[config.mk]
export PLATFORM = sky130hd
export DESIGN_NAME = mem_exception_ctrl
export DESIGN_NICKNAME = d
export VERILOG_FILES = /design/src/rtl/mem_exc_pkg.sv /design/src/rtl/exc_cause_encode.sv /design/src/rtl/mem_exception_ctrl.sv
export SDC_FILE = /design/constraint.sdc
export NUM_CORES = 1
export LEC_CHECK = 0
export BUFFER_PORTS_ARGS = -buffer_cell sky130_fd_sc_hd__buf_2
export CAP_MARGIN = 20
export CORE_MARGIN = 2
export CORE_UTILIZATION = 52
export CTS_CLUSTER_DIAMETER = 80
export DETAILED_ROUTE_END_ITERATION = 8
export HOLD_SLACK_MARGIN = 0.1
export PLACE_DENSITY = 0.93
export SLEW_MARGIN = 5
export SYNTH_ARGS = -nofsm -noshare
export SYNTH_HDL_FRONTEND = slang
export SYNTH_SLANG_ARGS = --single-unit
[constraint.sdc]
create_clock -name clk -period 3.65 [get_ports clk]
set_input_delay 0.73 -clock clk [delete_from_list [all_inputs] [get_ports clk]]
set_output_delay 0.73 -clock clk [all_outputs]
set_load 0.005 [all_outputs]
[src/rtl/mem_exc_pkg.sv]
// Shared types and constants for the memory exception controller.
package mem_exc_pkg;

  typedef enum logic [1:0] {
    CAUSE_NONE = 2'd0,
    CAUSE_ADES = 2'd1,
    CAUSE_ADEL = 2'd2,
    CAUSE_OOB  = 2'd3
  } cause_e;

  typedef enum logic [2:0] {
    ST_IDLE    = 3'd0,
    ST_FLUSH   = 3'd1,
    ST_HANDLER = 3'd2,
    ST_RETURN  = 3'd3,
    ST_HALT    = 3'd4
  } state_e;

  localparam logic [31:0] HANDLER_ADDR_DEFAULT = 32'h0000_0100;

endpackage

[src/rtl/exc_cause_encode.sv]
// Priority encoder from the checker flags to a fault strobe and cause code.
// A misaligned store outranks a misaligned load, which outranks out-of-bound.
module exc_cause_encode
  import mem_exc_pkg::*;
(
  input  logic   instr_valid_i,
  input  logic   readerror_i,
  input  logic   writeerror_i,
  input  logic   outofboundaccess_i,
  output logic   fault_o,
  output cause_e cause_o
);

  // fault only counts for a live instruction; cause follows flag priority
  always_comb begin
    fault_o = instr_valid_i & (readerror_i | writeerror_i | outofboundaccess_i);
    cause_o = CAUSE_NONE;
    if (writeerror_i)           cause_o = CAUSE_ADES;
    else if (readerror_i)       cause_o = CAUSE_ADEL;
    else if (outofboundaccess_i) cause_o = CAUSE_OOB;
  end

endmodule

[src/rtl/mem_exception_ctrl.sv]
// Memory exception controller: kills a faulting access, captures the fault
// context and steers fetch to the handler, then back to epc+4 on ERET.
//
// state   | meaning
// --------+--------------------------------------------------------------
// IDLE    | normal execution, watching for a fault
// FLUSH   | redirect to handler is presented; fetched instruction squashed
// HANDLER | handler running; a fault here is a double fault, ERET returns
// RETURN  | redirect to epc+4 is presented; inputs ignored
// HALT    | double fault taken; frozen until reset
module mem_exception_ctrl
  import mem_exc_pkg::*;
#(
  parameter logic [31:0] HANDLER_ADDR = HANDLER_ADDR_DEFAULT,
  parameter int          CNT_W        = 8
) (
  input  logic             clk,
  input  logic             rst,
  input  logic             instr_valid,
  input  logic             readerror,
  input  logic             writeerror,
  input  logic             outofboundaccess,
  input  logic [31:0]      pc,
  input  logic [31:0]      aluout,
  input  logic             eret,
  output logic             mem_kill,
  output logic             redirect_valid,
  output logic [31:0]      redirect_pc,
  output logic [31:0]      epc,
  output logic [31:0]      badvaddr,
  output logic [1:0]       cause,
  output logic             in_handler,
  output logic             double_fault,
  output logic [CNT_W-1:0] exc_count
);

  state_e           state_q, state_d;
  logic [31:0]      epc_q, epc_d;
  logic [31:0]      badvaddr_q, badvaddr_d;
  cause_e           cause_q, cause_d;
  logic             redirect_valid_q, redirect_valid_d;
  logic [31:0]      redirect_pc_q, redirect_pc_d;
  logic             double_fault_q, double_fault_d;
  logic [CNT_W-1:0] exc_count_q, exc_count_d;

  logic   fault;
  cause_e fault_cause;

  exc_cause_encode u_encode (
    .instr_valid_i      (instr_valid),
    .readerror_i        (readerror),
    .writeerror_i       (writeerror),
    .outofboundaccess_i (outofboundaccess),
    .fault_o            (fault),
    .cause_o            (fault_cause)
  );

  // next-state and capture logic; redirect is registered so it never glitches
  always_comb begin
    state_d          = state_q;
    epc_d            = epc_q;
    badvaddr_d       = badvaddr_q;
    cause_d          = cause_q;
    redirect_valid_d = 1'b0;
    redirect_pc_d    = redirect_pc_q;
    double_fault_d   = double_fault_q;
    exc_count_d      = exc_count_q;
    unique case (state_q)
      ST_IDLE: begin
        if (fault) begin
          state_d          = ST_FLUSH;
          epc_d            = pc;
          badvaddr_d       = aluout;
          cause_d          = fault_cause;
          redirect_valid_d = 1'b1;
          redirect_pc_d    = HANDLER_ADDR;
          if (exc_count_q != '1) exc_count_d = exc_count_q + CNT_W'(1);
        end
      end
      ST_FLUSH:  state_d = ST_HANDLER;
      ST_HANDLER: begin
        if (fault) begin
          // keep the original fault context for post-mortem
          state_d        = ST_HALT;
          double_fault_d = 1'b1;
        end else if (eret) begin
          state_d          = ST_RETURN;
          redirect_valid_d = 1'b1;
          redirect_pc_d    = epc_q + 32'd4;
          cause_d          = CAUSE_NONE;
        end
      end
      ST_RETURN: state_d = ST_IDLE;
      ST_HALT:   state_d = ST_HALT;
      default:   state_d = ST_IDLE;
    endcase
  end

  // state and context registers with synchronous reset
  always_ff @(posedge clk) begin
    if (rst) begin
      state_q          <= ST_IDLE;
      epc_q            <= '0;
      badvaddr_q       <= '0;
      cause_q          <= CAUSE_NONE;
      redirect_valid_q <= 1'b0;
      redirect_pc_q    <= '0;
      double_fault_q   <= 1'b0;
      exc_count_q      <= '0;
    end else begin
      state_q          <= state_d;
      epc_q            <= epc_d;
      badvaddr_q       <= badvaddr_d;
      cause_q          <= cause_d;
      redirect_valid_q <= redirect_valid_d;
      redirect_pc_q    <= redirect_pc_d;
      double_fault_q   <= double_fault_d;
      exc_count_q      <= exc_count_d;
    end
  end

  // kill is combinational so the faulting store/writeback dies this cycle
  always_comb begin
    mem_kill = fault & ((state_q == ST_IDLE) | (state_q == ST_HANDLER)) & ~double_fault_q;
  end

  assign redirect_valid = redirect_valid_q;
  assign redirect_pc    = redirect_pc_q;
  assign epc            = epc_q;
  assign badvaddr       = badvaddr_q;
  assign cause          = cause_q;
  assign in_handler     = (state_q == ST_HANDLER);
  assign double_fault   = double_fault_q;
  assign exc_count      = exc_count_q;

endmodule

==> impl_metrics.env, run 1 <==
export IMPL_dr_pass1_iters=5
export IMPL_layout_setup_ws_ps=1059
export IMPL_htreeDepth=3
export IMPL_path_buf_inv=2
export IMPL_dp_hpwl_mm=8.389
export IMPL_yosys_cell_types_count=38
export IMPL_finClkSkew_ps=17.97
export IMPL_setup_viol=0
export IMPL_route_final_wire_length_mm=11.39
export IMPL_gp_congestion=0.8815
export IMPL_timing_final_crit_period_ps=2591
export IMPL_period_share=0.7100
export IMPL_grt_pass1_vias=4062
export IMPL_peakVddDrop_mv=0.2415
export IMPL_core_area_sq_um=8217
export IMPL_die_area_sq_um=9212
export IMPL_setup_worst_path_start_class="input port"
export IMPL_fin_util=0.6717
export IMPL_drtIter0Drc=178
export IMPL_hold_viol_final=0
export IMPL_power_density_nw_per_um2=424.5
export IMPL_run_status="complete, no violations"
export IMPL_synth_edf_count=0
export IMPL_path_clk_slew_ps=100
export IMPL_yosys_warnings=0
export IMPL_ios=181
export IMPL_critical_path_slowest_cell="or4_2"
export IMPL_setup_tns_ps=0
export IMPL_overflow=0
export IMPL_async_flop_share=0
export IMPL_drc=0
export IMPL_power_frac_comb=0.130
export IMPL_io_buffers=180
export IMPL_seq_power_share=0.569
export IMPL_cts_tree="built"
export IMPL_post_cts_repair_setup_buffers=0
export IMPL_ys_ff_latch=111
export IMPL_grt_max_degree=67
export IMPL_gr_usage_all_layers=0.2473
export IMPL_dp_slack_ps=722.6
export IMPL_rsz0062_at_grt="false"
export IMPL_slew_viol_final=0
export IMPL_ant_nets=0
export IMPL_start_util=0.5354
export IMPL_avgViaCountPerCell=5.351
export IMPL_cts_buffers=9
export IMPL_antenna_cells=0
export IMPL_area_delta_synth_final_pct=25.45
export IMPL_insertion_delay_ps=350
export IMPL_fmax_ghz=0.3859
export IMPL_syn_cell_area_sq_um=4399
export IMPL_hold_buffers=0
export IMPL_fp_dieW_um=95.98
export IMPL_drive_above_1_share=0.2949
export IMPL_clock_sinks=111
export IMPL_swShare=0.2652
export IMPL_worst_path_largest_cell_delay_ps=750
export IMPL_clockPowerShare=0.302
export IMPL_ys_flop_type="dfxtp_1"
export IMPL_critPathArrivalTime_ps=2870
export IMPL_worst_path_max_fanout=43
export IMPL_worst_pin_slew_ps=832.9
export IMPL_synth_seq_area_share=0.5051
export IMPL_grt_pass1_wl_mm=17.94
export IMPL_clock_path_buffers=2
export IMPL_cp_end_kind="flop"
export IMPL_power_switching_uw=621.2
export IMPL_path_delay_family="simple AND/OR/NAND/NOR gates"
export IMPL_slew_headroom=0.4447
export IMPL_antenna_found_initial=0
export IMPL_internal_power_mw=1.721
export IMPL_synth_nets=609
export IMPL_wl_per_cell_um=14.12
export IMPL_synth_cells=536
export IMPL_critPathKind="input port to flop"
export IMPL_die_h_um=95.98
export IMPL_synth_area_per_cell_sq_um=8.207
export IMPL_num_nets_final=770
export IMPL_vias=4318
export IMPL_power_total_mw=2.343
export IMPL_p_leak_nw=2.469
export IMPL_rows=33
export IMPL_cp_cell_sequence="buf_2 -> o31ai_1 -> or4_2 -> buf_4 -> nand2_1 -> a21oi_1"
export IMPL_ctsResizeCount=0
export IMPL_drv_cap=0
export IMPL_critPathRequiredTime_ps=3920
export IMPL_hold_class="flop to flop"
export IMPL_cts_root_buf="clkbuf_8"
==> state kept, by name, indices dropped and copies added (netlist names) <==
register / flops
redirect_pc: 32
epc: 32
cause: 2
state_q: 3
exc_count: 8
badvaddr: 32
redirect_valid: 1
double_fault: 1
==> per-stage QoR <==
| step | instances | area, sq um | hold slack, ps |
|---|---|---|---|
| CTS | 807 | 5519 | 459.5 |
| global placement | 791 | 5336 | 427.7 |
| floorplan | 536 | 4399 | 444.2 |
| global route | 807 | 5519 | 481.0 |
| detailed placement | 791 | 5336 | 438.0 |
| finish | 807 | 5519 | 456.6 |
==> worst paths after layout <==
path,start,endpoint,slack (ps),cells after the start
setup / recovery,writeerror,badvaddr[7],1060,6
hold / removal,redirect_pc[19],redirect_pc[19],460,2
setup reg to reg,state_q[2],exc_count[3],1360,4
hold reg to reg,redirect_pc[19],redirect_pc[19],460,2
==> cell usage after synthesis (all sizes together), types with 3 or more instances <==
master	count	area (sq um)
a21oi	68	340.3
a22o	3	26.28
and3	4	25.02
and4	6	52.55
buf	13	62.56
clkbuf	22	82.58
dfxtp	111	2222
inv	3	11.26
nand2	169	634.4
nand3	14	70.07
nand4	9	62.56
nor2	18	67.56
nor3	4	20.02
nor3b	3	22.52
nor4	9	111.4
o21ai	27	135.1
o31ai	3	22.52
xnor2	11	96.34
xor2	21	183.9
==> power by group through the flow <==
stage               Combinational, mW  Clock [mW]  Sequential (mW)
finish                          0.304       0.707             1.33
global route                    0.341       0.770             1.34
floorplan                       0.168           0             1.35
CTS                             0.307       0.719             1.33
global placement                0.293           0             1.36
detailed placement              0.306           0             1.36
==> placed cells by master, fill, tap and decap left out, types with 2 or more instances in the layout <==
cell type and n:
a211oi_1 2, and2_1 2, and3_1 4, o31a_1 2, nand4_1 8, nor4_4 2, nor4_1 2, a22o_1 3
buf_4 5, nor3_1 3, a21oi_1 68, and4_1 6, nand2_1 169, inv_1 3, o31ai_1 3, clkbuf_1 4
ha_1 2, buf_2 180, o21ai_0 26, nor2_1 18, clkbuf_8 9, xor2_1 21, xnor2_1 11, dfxtp_1 111
nor3b_1 3, nand3_1 14, nor4_2 5
==> final cells by class <==
class | count | area (sq um)
Clock buffer | 13 | 138.9
Clock inverter | 3 | 43.79
Fill cell | 688 | 2698
Inverter | 3 | 11.26
Multi-Input combinational cell | 387 | 2033
Sequential cell | 111 | 2222
Tap cell | 105 | 131.4
Timing Repair Buffer | 185 | 938.4
==> logic make-up after synthesis <==
| kind of cell | after synthesis | synth area share |
|---|---|---|
| and+or+nand+nor | 244 | 0.2557 |
| DFF | 111 | 0.5051 |
| muxes | 1 | 0.002275 |
| adders and majority gates | 2 | 0.005687 |
| AOI/OAI and AO/OA | 108 | 0.1320 |
| buffers and inverters | 38 | 0.03555 |
| xor gates and xnor gates | 32 | 0.06371 |
==> layer usage <==
metal,routed length [um],vias up,GRT usage
met5,0,-,0
met4,249,0,0.09762
met3,912,24,0.05873
met2,5567,176,0.4352
met1,4663,2000,0.2885
li1,-,2118,-
==> tightest hold or removal path: stages, from the launching register on <==
cell     delay, ps
dfxtp_1        330
nand2_1         40
o21ai_0         60
Note: power is estimated with default switching activity, not from simulation.
==> run 2: changes to the inputs <==
- CORE_UTILIZATION: 52 -> 48
- PLACE_DENSITY: 0.93 -> 0.88
- clock period: 3.65 -> 2.6 ns (I/O delays scaled with it)
==> impl_metrics.env, run 2 (synthesized netlist as in run 1, its figures left out) <==
export IMPL_run_status="complete, no violations"
export IMPL_hold_ws_ps=398.7
export IMPL_fin_util=0.6333
export IMPL_drive_above_1_share=0.3051
export IMPL_clock_path_buffers=2
export IMPL_grt_max_degree=45
export IMPL_cts_root_buf="clkbuf_8"
export IMPL_timing_final_crit_period_ps=2199
export IMPL_power_frac_comb=0.133
export IMPL_instances_no_fill=816
export IMPL_worst_pin_slew_ps=610.0
export IMPL_critPathArrivalTime_ps=2420
export IMPL_critPathRequiredTime_ps=2820
export IMPL_hold_buffers=0
export IMPL_power_total_mw=3.264
export IMPL_peakVddDrop_mv=0.3564
export IMPL_post_cts_repair_setup_buffers=0
export IMPL_cp_end_kind="flop"
export IMPL_finish_instance_area_sq_um=5577
export IMPL_setup_viol=0
export IMPL_rows=34
export IMPL_rsz0062_at_grt="false"
export IMPL_overflow=0
export IMPL_path_clk_slew_ps=100
export IMPL_ant_nets=0
export IMPL_power_switching_uw=866.2
export IMPL_placed_cell_area_sq_um=5393
export IMPL_die_area_sq_um=9947
export IMPL_avgViaCountPerCell=5.229
export IMPL_area_delta_synth_final_pct=26.76
export IMPL_critical_path_slowest_cell="nor4_4"
export IMPL_grt_pass1_vias=4090
export IMPL_swShare=0.2654
export IMPL_fmax_ghz=0.4549
export IMPL_final_common_cell="buf_2"
export IMPL_wl_per_cell_um=14.10
export IMPL_setup_tns_ps=0
export IMPL_slew_viol_final=0
export IMPL_layout_setup_ws_ps=401.5
export IMPL_cp_cell_sequence="ha_1 -> nand3_1 -> nor4_4 -> nand3_1 -> xor2_1 -> o21ai_0"
export IMPL_start_util=0.4996
export IMPL_drtIter0Drc=187
export IMPL_clock_sinks=111
export IMPL_hold_class="input port to flop"
export IMPL_hold_viol_final=0
export IMPL_htreeDepth=3
export IMPL_dp_hpwl_mm=8.601
export IMPL_internal_power_mw=2.398
export IMPL_period_share=0.8456
export IMPL_drc=0
export IMPL_finClkSkew_ps=12.54
export IMPL_vias=4267
export IMPL_critPathKind="flop to flop"
export IMPL_gr_usage_all_layers=0.2266
export IMPL_p_leak_nw=2.499
export IMPL_num_nets_final=777
export IMPL_die_h_um=99.74
export IMPL_grt_pass1_wl_mm=18.30
export IMPL_placedCellCount=801
export IMPL_ctsResizeCount=0
export IMPL_worst_path_largest_cell_delay_ps=630
export IMPL_fp_dieW_um=99.74
export IMPL_final_cell_mix="buf_2 (180), nand2_1 (169), dfxtp_1 (111)"
export IMPL_core_area_sq_um=8806
export IMPL_cts_tree="built"
export IMPL_cts_buffers=9
export IMPL_io_buffers=180
export IMPL_antenna_cells=0
export IMPL_dp_slack_ps=283.6
export IMPL_drv_cap=0
export IMPL_gp_congestion=0.8565
export IMPL_seq_power_share=0.573
export IMPL_clockPowerShare=0.294
export IMPL_route_final_wire_length_mm=11.51
export IMPL_antenna_found_initial=0
export IMPL_critical_path_most_common_cell="nand3_1"
export IMPL_power_density_nw_per_um2=585.3
export IMPL_slew_headroom=0.5903
export IMPL_insertion_delay_ps=350
export IMPL_setup_worst_path_start_class="flop"
export IMPL_ios=181
export IMPL_worst_path_max_fanout=9
export IMPL_dr_pass1_iters=4
-- run 2: worst max-delay path, delay by kind of cell (launching register included) --
kind                       cells  cell delay (ps)
and+or+nand+nor                3             1040
DFF                            1              450
xor gates and xnor gates       1              240
adders and majority gates      1              230
AOI/OAI and AO/OA              1              120
-- run 2: worst paths after layout --
path                    from               to  slack [ps]  cells past startpoint
max                   epc[2]  redirect_pc[24]         400                      6
min reg2reg  redirect_pc[20]  redirect_pc[20]         460                      2
min                aluout[5]      badvaddr[5]         400                      3
max reg2reg           epc[2]  redirect_pc[24]         400                      6
-- run 2: per-layer routing --
metal | part of all wire | up-vias | GRT usage
met5 | 0 | - | 0
met4 | 0.016 | 0 | 0.09378
met3 | 0.077 | 16 | 0.06044
met2 | 0.50 | 145 | 0.3955
met1 | 0.41 | 1986 | 0.2628
li1 | - | 2120 | -
-- run 2: final cells by class --
cell class,count,area (sq um)
fillers,751,3229
flip-flops and latches,111,2222
multi-input cells,387,2033
repair buffers,192,991.0
clock buffers,13,168.9
well taps,108,135.1
clock inverters,2,15.01
inverters,3,11.26
-- run 2: power groups by stage --
stage	clock (mW)	combinational [mW]	sequential, mW
after floorplan	0	0.235	1.90
after global routing	1.04	0.486	1.88
after detailed placement	0	0.436	1.91
final	0.958	0.434	1.87
after CTS	0.983	0.437	1.87
after global placement	0	0.419	1.90
